$ cat src/rtl/line_clear_ctrl.sv
// line_clear_ctrl: scans the board bottom-up, removes full rows by shifting everything above down one row,
// then blanks row 0 and rescans the same row until no full row remains.
module line_clear_ctrl #(
  parameter int COLS = 10,
  parameter int ROWS = 20
) (
  input  logic       CLOCK_50,
  input  logic       resetn,
  input  logic       start,
  output logic       busy,
  output logic       done,
  output logic [2:0] lines_cleared,
  output logic [3:0] board_rx,
  output logic [4:0] board_ry,
  input  logic       board_rdata,
  output logic       board_we,
  output logic [3:0] board_wx,
  output logic [4:0] board_wy,
  output logic       board_wdata
);
  localparam logic [2:0] IDLE = 3'd0, SCAN = 3'd1, EVAL = 3'd2, SHIFT_RD = 3'd3,
                         SHIFT_WR = 3'd4, CLR_TOP = 3'd5, DONE = 3'd6;
  localparam logic [3:0] XMAX = 4'(COLS - 1);
  localparam logic [3:0] XEND = 4'(COLS);
  localparam logic [4:0] RMAX = 5'(ROWS - 1);
  logic [2:0] state;
  logic [3:0] x;
  logic [4:0] r, y;
  logic       row_full;
  logic [2:0] lc;
  always_ff @(posedge CLOCK_50) begin
    if (!resetn) begin
      state    <= IDLE;
      x        <= '0;
      y        <= '0;
      r        <= '0;
      row_full <= 1'b0;
      lc       <= '0;
    end else begin
      case (state)
        IDLE:
          if (start) begin
            lc       <= '0;
            r        <= RMAX;
            x        <= '0;
            row_full <= 1'b1;
            state    <= SCAN;
          end
        SCAN: begin
          // read data lags the address by one cycle, so cycle 0 carries nothing
          if (x != 4'd0) row_full <= row_full & board_rdata;
          if (x == XEND) state <= EVAL;
          else x <= x + 4'd1;
        end
        EVAL:
          if (row_full) begin
            lc    <= (lc == 3'd7) ? lc : lc + 3'd1;
            x     <= '0;
            y     <= r;
            state <= (r == 5'd0) ? CLR_TOP : SHIFT_RD;
          end else if (r != 5'd0) begin
            r        <= r - 5'd1;
            x        <= '0;
            row_full <= 1'b1;
            state    <= SCAN;
          end else state <= DONE;
        SHIFT_RD: state <= SHIFT_WR;
        SHIFT_WR:
          if (x == XMAX) begin
            x     <= '0;
            y     <= y - 5'd1;
            state <= (y == 5'd1) ? CLR_TOP : SHIFT_RD;
          end else begin
            x     <= x + 4'd1;
            state <= SHIFT_RD;
          end
        CLR_TOP:
          if (x == XMAX) begin
            x        <= '0;
            row_full <= 1'b1;
            state    <= SCAN;
          end else x <= x + 4'd1;
        DONE: state <= IDLE;
        default: state <= IDLE;
      endcase
    end
  end
  assign busy          = state != IDLE;
  assign done          = state == DONE;
  assign lines_cleared = lc;
  assign board_we      = (state == SHIFT_WR) || (state == CLR_TOP);
  assign board_rx      = (x > XMAX) ? XMAX : x;
  assign board_ry      = (state == SHIFT_RD) ? y - 5'd1 : r;
  assign board_wx      = (x > XMAX) ? XMAX : x;
  assign board_wy      = (state == CLR_TOP) ? 5'd0 : y;
  assign board_wdata   = (state == SHIFT_WR) & board_rdata;
endmodule
$ cat config.mk
export PLATFORM = sky130hd
export DESIGN_NAME = line_clear_ctrl
export DESIGN_NICKNAME = d
export VERILOG_FILES = /design/src/rtl/line_clear_ctrl.sv
export SDC_FILE = /design/constraint.sdc
export NUM_CORES = 1
export LEC_CHECK = 0
export BUFFER_PORTS_ARGS = -buffer_cell sky130_fd_sc_hd__buf_4
export CORE_MARGIN = 2
export CORE_UTILIZATION = 50
export CTS_BUF_LIST = sky130_fd_sc_hd__clkbuf_8
export CTS_CLUSTER_SIZE = 14
export DETAILED_ROUTE_END_ITERATION = 6
export PLACE_DENSITY = 0.74
export SLEW_MARGIN = 20
export SYNTH_ARGS = -nofsm -noshare
export SYNTH_HDL_FRONTEND = slang
export SYNTH_SLANG_ARGS = --single-unit
$ cat constraint.sdc
create_clock -name CLOCK_50 -period 5.2 [get_ports CLOCK_50]
set_input_delay 0.78 -clock CLOCK_50 [delete_from_list [all_inputs] [get_ports CLOCK_50]]
set_output_delay 0.78 -clock CLOCK_50 [all_outputs]
set_load 0.01 [all_outputs]
### After elaboration in Yosys (flattened, before gate mapping)

Index checks and enable logic that the tools add are counted.

* bits of input ports: 4
* flip-flop bits (word level): 21
* memories kept: 0
* memory bits (writable): 0
* word-level logic and storage cells: 86
* output and inout bits: 25
* ROM bits: 0
* latch bits: 0

* reductions and logical operators: 17
* bitwise operators: 2
* $mul: 0
* magnitude comparators: 1
* equal/unequal tests: 21
* shift operators: 0
* muxes and demuxes: 35
* $add $sub $neg: 4
* divide/modulo/power cells: 0

Operators by type and width (count)
* 5-bit two-way mux: 7
* 3-bit two-way mux: 11
* 4-bit two-way mux: 6
* 2-bit != test (second input constant): 10
* 5-bit case mux with 2 select lines: 2
* 3-bit case mux with 6 select lines: 1
* 4-bit case mux with 4 select lines: 1
* 4-bit AND reduction: 4
* 3-bit == test (second input constant): 4
* 4-bit nonzero test: 3
* 5-bit by 1-bit subtractor with 5-bit output (second input constant): 2
* 4-bit == test (second input constant): 2
* 3-bit by 2-bit == test with 1-bit output (second input constant): 2
* 3-bit case mux with 2 select lines: 1
* 3-bit AND reduction: 2
* 5-bit by 1-bit == test with 1-bit output (second input constant): 1
* 5-bit logical NOT: 1
* 1-bit two-way mux: 5
* 5-bit nonzero test: 1
* 4-bit by 1-bit adder with 4-bit output (second input constant): 1
* 4-bit greater-than comparator (second input constant): 1
* 1-bit case mux with 4 select lines: 1
* 2-bit nonzero test: 2
* 3-bit by 1-bit adder with 3-bit output (second input constant): 1
* other kinds (7): 8

### Longest topological paths before layout

Gate-level depths: netlist of the first run.

* depth in word-level cells: 4
* depth in mapped cells: 7
* depth with buffers taken out: 7

### Worst setup path before layout of the first run

OpenSTA, ideal clock, no wires.

* path kind: reg2out
* from: register y[0]
* to: output port board_ry[4]
* path slack: 2854 ps
* cell stages (with the launch flop): 6
* data required time: 4420 ps
* path buffers: 0
* data arrival time: 1566 ps
* path through: dfxtp_1 inv_1 ha_1 or3b_2 xor2_1 o21ai_0

* cells in the longest elaborated chain, start to end: 2

Ends and longest elaborated chain
* start: declaration: line 28 `logic [4:0] r, y;`
* start signal: assignment: line 59 `y <= r;`
* start signal: assignment: line 71 `y <= y - 5'd1;`
* 5-bit by 1-bit subtractor with 5-bit output: line 93 `assign board_ry = (state == SHIFT_RD) ? y - 5'd1 : r;`
* 5-bit two-way mux: line 93
* end: declaration: line 14 `output logic [4:0] board_ry,`

Every way passes these cells.

### Final worst setup path of the first run

* from: register state[2]
* to: output port board_ry[0]

* cells in the longest elaborated chain, start to end: 2

Ends and longest elaborated chain
* start: declaration: line 26 `logic [2:0] state;`
* start signal: assignment: line 60 `state <= (r == 5'd0) ? CLR_TOP : SHIFT_RD;`
* start signal: assignment: line 72 `state <= (y == 5'd1) ? CLR_TOP : SHIFT_RD;`
* 3-bit by 2-bit == test with 1-bit output: line 93
* 5-bit two-way mux: line 93

Every way passes these cells.

==> flow_summary.toml, run 1 <==
[clock_network]
worstSkewPairLatency_ns = 0.27
cts_resized = 0
h-tree-depth = 1
cts_made_buffers = 3
tritoncts = "yes"
root_buffer = "clkbuf_8"
holdBufCountCts = 0
post-cts-setup-buffer-count = 0
worst_setup_hold_path_clk_slew_ns = 0.09
ctsLongestPathBuffers = 2
clock_sinks = 21

[setup_path]
cp.buffers_inverters = 2
crit-reg2reg-capture = "x[0]"
endpoint_kind = "primary output"
cp_cell_sequence = "inv_1 > nand3_1 > nand2_1 > o21ai_0 > buf_4"
reg2reg_depth = 7
required_ns = 4.42
reg2reg_slack_ns = 2.85
path_delay_family = "flip-flops"
path_class = "register to primary output"
path_max_fanout = 22
r2r_start = "r[0]"
arrival_ns = 2.05
max_stage_delay_ns = 0.73
slowest_stage = "dfxtp_1"
start_kind = "register"

[timing]
maxSlewHeadroom_pct = 51.22
clock_skew_ns = 0.01508
tightest_slew_ns = 0.7307
period_minus_slack_ns = 2.832
final_hold_viol_count = 0
timing.fmax_ghz = 0.3531
post-route-period-util_pct = 54.46
setup_viol = 0
grt_setup_unrepaired = "false"
setup_slack_ns = 2.368
slew_viol_final = 0
fin_setup_tns_ns = 0
timing.hold.ws_ns = 0.4731

[min_path]
hold_depth = 2
hp-start = "lines_cleared[2]"
hold_path.class = "register to register"
whs_endpoint = "lines_cleared[2]"

[place]
place_inst = 270
hpwl_mm = 2.954
placed_area_um2 = 1883
gp_congestion = 0.8675
portBuffers = 28
place_ws_ns = 2.729

[global_route]
grt_pass1_wl_mm = 6.989
grt_pass1_vias = 1469
grt_max_degree = 23
grt_usage_pct = 21.92
antenna_found_initial = 0
grt_overflow_total = 0

[job]
cap_viol_max_count = 0

[cells_and_area]
instances_no_fill = 274
final_common_cell = "buf_4"
drive_gt1_share_pct = 19.74
nets = 246
antenna_cells = 0
final_util_pct = 57.82
mostFrequentLayoutCells = "buf_4, nand2_1, dfxtp_1, nor2_1, ha_1"
design_area_um2 = 1929
n_fill_cell = 319
areaGrowthSynthToFinish_pct = 11.82

[logic_synthesis]
synth_top_area_share_pct = 24.37
ys_types = 58
synthCells = 214
ys_seq_area_share_pct = 24.37
synth.net_count = 231
avgSynthCellArea_um2 = 8.063
synth_seq_cells = 21
synth_edf_count = 0
syn_area_um2 = 1725
yosysTopAreaCell = "dfxtp_1"
yosys_most_used_dff = "dfxtp_1"
synthArstFlopShare_pct = 0
yosys_warnings = 0
synthTopCellsByArea = "dfxtp_1, ha_1, nand2_1, nor2_1, a21oi_1"

[drt]
vias_per_cell = 5.748
wl_per_cell_um = 14.69
drtPass1Iterations = 4
drc = 0
antenna_left = 0
route.final.wire_length_mm = 4.024
vias = 1575
drt_iter0_markers = 118

[pwr]
power_density_nw_per_um2 = 199.1
ir_drop_mv = 0.1660
p_leak_nw = 0.7966
fin_total_pwr_uw = 384.2

[die]
die_w_um = 62.75
start_util_pct = 51.71
ios = 29
die-area_um2 = 3937
core-area_um2 = 3337
fp-row-count = 21
die_y_um = 62.75

[outcome]
status = "finished clean"
power breakdown:
group          internal, mW  switching (mW)  total [mW]
combinational        0.0400          0.0486      0.0886
clock                0.0535          0.0579       0.111
sequential            0.167          0.0169       0.184
layer usage:
metal  part of all wire [%]  global-route usage, %
met5                      0                      0
met4                    1.0                  6.111
met3                    4.6                  3.964
met2                     46                  35.35
met1                     49                  30.04
flip-flops by register name, summed over array words and instances, names as in the netlist:
name	cells
lines_cleared	3
r	5
row_full	1
state	3
x	4
y	5
tightest hold or removal path, delay by kind of cell (launching register included):
family,cells,cell delay (ns)
AND/OR/NAND/NOR,1,0.06
flip-flops,1,0.33
AO/OA/AOI/OAI,1,0.05
kinds of logic (layout without fill, tap and decap cells):
kind of cell / Yosys count / count (layout) / synth area share, %
AND/OR/NAND/NOR: 87 / 87 / 30.60
AO/OA/AOI/OAI: 58 / 58 / 23.35
adder cells (fa/ha/maj): 13 / 13 / 9.427
flip-flops: 21 / 21 / 24.37
buffers and inverters: 28 / 42 / 8.557
XOR/XNOR: 5 / 5 / 2.538
multiplexers: 2 / 2 / 1.160
layout make-up:
cell class / instances / area [um^2] / area share (%)
clock buffer: 3 / 41.29 / 2.140
clock inverter: 1 / 5.005 / 0.2594
inverter: 10 / 37.54 / 1.946
multi-input combinational: 165 / 1157 / 59.99
sequential: 21 / 420.4 / 21.79
tap: 46 / 57.56 / 2.983
timing repair buffer: 28 / 210.2 / 10.89
worst max path at each step:
| stage | endpoint | startpoint | cells after the start |
|---|---|---|---|
| finish | board_ry[0] | state[2] | 5 |
| global route | board_ry[1] | state[2] | 5 |
| floorplan | board_ry[4] | y[0] | 5 |
| global placement | board_ry[4] | y[0] | 6 |
| detailed placement | board_ry[0] | state[2] | 5 |
| CTS | board_ry[0] | state[2] | 5 |
cell usage after synthesis, drive strengths merged (2+ instances only):
master / instances
a2111oi: 2
or3b: 3
clkbuf: 6
inv: 10
ha: 13
buf: 12
a21oi: 14
xnor2: 4
a21o: 3
a221oi: 2
nand2: 21
and3b: 2
dfxtp: 21
and2: 5
a211o: 2
nand4: 2
mux2i: 2
nor4: 2
or4b: 2
nand3: 6
nand3b: 3
a2bb2oi: 2
or3: 2
o21a: 3
a211oi: 3
nor2: 18
nor3: 9
o32ai: 2
o21ai: 14
a31oi: 3
nor4b: 2
nor3b: 3
nor2b: 4
No activity file was read; power rests on OpenSTA's default activity.
==> inputs of run 2 (changes only) <==
--- a/config.mk
+++ b/config.mk
@@ -11,7 +11,7 @@
 export CTS_BUF_LIST = sky130_fd_sc_hd__clkbuf_8
 export CTS_CLUSTER_SIZE = 14
 export DETAILED_ROUTE_END_ITERATION = 6
-export PLACE_DENSITY = 0.74
+export PLACE_DENSITY = 0.77
 export SLEW_MARGIN = 20
 export SYNTH_ARGS = -nofsm -noshare
 export SYNTH_HDL_FRONTEND = slang
==> constraint.sdc (replaced) <==
create_clock -name CLOCK_50 -period 2.4 [get_ports CLOCK_50]
set_input_delay 0.36 -clock CLOCK_50 [delete_from_list [all_inputs] [get_ports CLOCK_50]]
set_output_delay 0.36 -clock CLOCK_50 [all_outputs]
set_load 0.01 [all_outputs]
==> flow_summary.toml, run 2 (synthesis results as in run 1) <==
[global_route]
grt_overflow_total = 0
grt_max_degree = 23
antenna_found_initial = 0
grt_pass1_vias = 1494
grt_usage_pct = 21.96
grt_pass1_wl_mm = 7.017

[drt]
drt_iter0_markers = 67
vias = 1580
wl_per_cell_um = 14.42
drc = 0
drtPass1Iterations = 4
antenna_left = 0
route.final.wire_length_mm = 4.010
vias_per_cell = 5.683

[die]
die-area_um2 = 3937
ios = 29
core-area_um2 = 3337
start_util_pct = 51.71
die_y_um = 62.75
fp-row-count = 21
die_w_um = 62.75

[cells_and_area]
final_common_cell = "buf_4"
nets = 250
areaGrowthSynthToFinish_pct = 13.63
top_regs = "r: 5 flops, y: 5 flops, x: 4 flops"
antenna_cells = 0
n_fill_cell = 330
mostFrequentLayoutCells = "buf_4, nand2_1, dfxtp_1, nor2_1"
drive_gt1_share_pct = 21.55

[pwr]
power_density_nw_per_um2 = 424.2
p_leak_nw = 0.8173
ir_drop_mv = 0.3586

[setup_path]
start_kind = "register"
reg2reg_depth = 7
cp.buffers_inverters = 1
crit_start = "state[2]"
path_max_fanout = 22
endpoint_kind = "primary output"
arrival_ns = 1.90
max_stage_delay_ns = 0.78
path_class = "register to primary output"
slowest_stage = "dfxtp_1"
cp_num_cells = 3
cp_cell_sequence = "nor3b_4 > and2_1 > buf_4"
required_ns = 2.04
path_delay_family = "flip-flops"
reg2reg_slack_ns = 0.27
crit_end = "board_wdata"
crit-reg2reg-capture = "x[0]"
r2r_start = "r[1]"

[place]
portBuffers = 28
hpwl_mm = 2.961
gp_congestion = 0.8570

[clock_network]
cts_resized = 0
h-tree-depth = 1
post-cts-setup-buffer-count = 0
clock_sinks = 21
holdBufCountCts = 0
tritoncts = "yes"
cts_made_buffers = 3
worst_setup_hold_path_clk_slew_ns = 0.08
ctsLongestPathBuffers = 2
root_buffer = "clkbuf_8"
worstSkewPairLatency_ns = 0.26

[timing]
grt_setup_unrepaired = "false"
clock_skew_ns = 0.005232
period_minus_slack_ns = 2.256
tightest_slew_ns = 0.7087
post-route-period-util_pct = 94.00
final_hold_viol_count = 0
timing.hold.ws_ns = 0.4249
maxSlewHeadroom_pct = 52.69
slew_viol_final = 0
timing.fmax_ghz = 0.4433
fin_setup_tns_ns = 0
setup_viol = 0

[job]
cap_viol_max_count = 0

[min_path]
hold_depth = 2
hold_path.class = "input pin to register"

[outcome]
status = "finished clean"
run 2: changes by cell type in the layout (fill, tap and decap cells not counted), sizes merged:
cell	previous run	this run
inv	10	11
clkinv	1	0
buf	28	32
run 2: routing by layer:
layer	GRT usage, %	wire, um	vias to the layer above
met2	35.22	1863	35
li1	-	-	807
met1	29.88	1934	734
met5	0	0	-
met4	5.833	31	0
met3	4.685	180	4
run 2: worst min path at each step:
| stage | startpoint | end | slack (ns) |
|---|---|---|---|
| floorplan | y[1] | y[1] | 0.45 |
| global placement | lines_cleared[1] | lines_cleared[1] | 0.46 |
| detailed placement | y[1] | y[1] | 0.47 |
| CTS | resetn | r[1] | 0.42 |
| global route | resetn | state[2] | 0.43 |
| finish | resetn | r[1] | 0.42 |
run 2: cell type report:
cell class,count,area [um^2],share of cell area [%]
Timing Repair Buffer,32,240.2,12.25
Clock buffer,3,41.29,2.106
Clock inverter,1,3.754,0.1914
Multi-Input combinational cell,165,1160,59.16
Tap cell,46,57.56,2.936
Inverter,10,37.54,1.914
Sequential cell,21,420.4,21.44
run 2: stage by stage:
step	instance area [um^2]	utilization, %	instances	setup slack, ns	total power [mW]
global placement	1913	57.33	274	0.3985	0.6004
global route	1961	58.76	278	0.03368	0.8827
floorplan	1725	-	214	0.4739	0.5417
CTS	1958	58.68	278	0.08864	0.8401
detailed placement	1913	57.33	274	0.2918	0.6020
finish	1961	58.76	278	0.1440	0.8317
run 2: power by group:
part / internal (mW) / switching [mW] / leakage, nW
combinational: 0.0917 / 0.112 / 0.620
clock: 0.114 / 0.122 / 0.0269
sequential: 0.362 / 0.0293 / 0.171
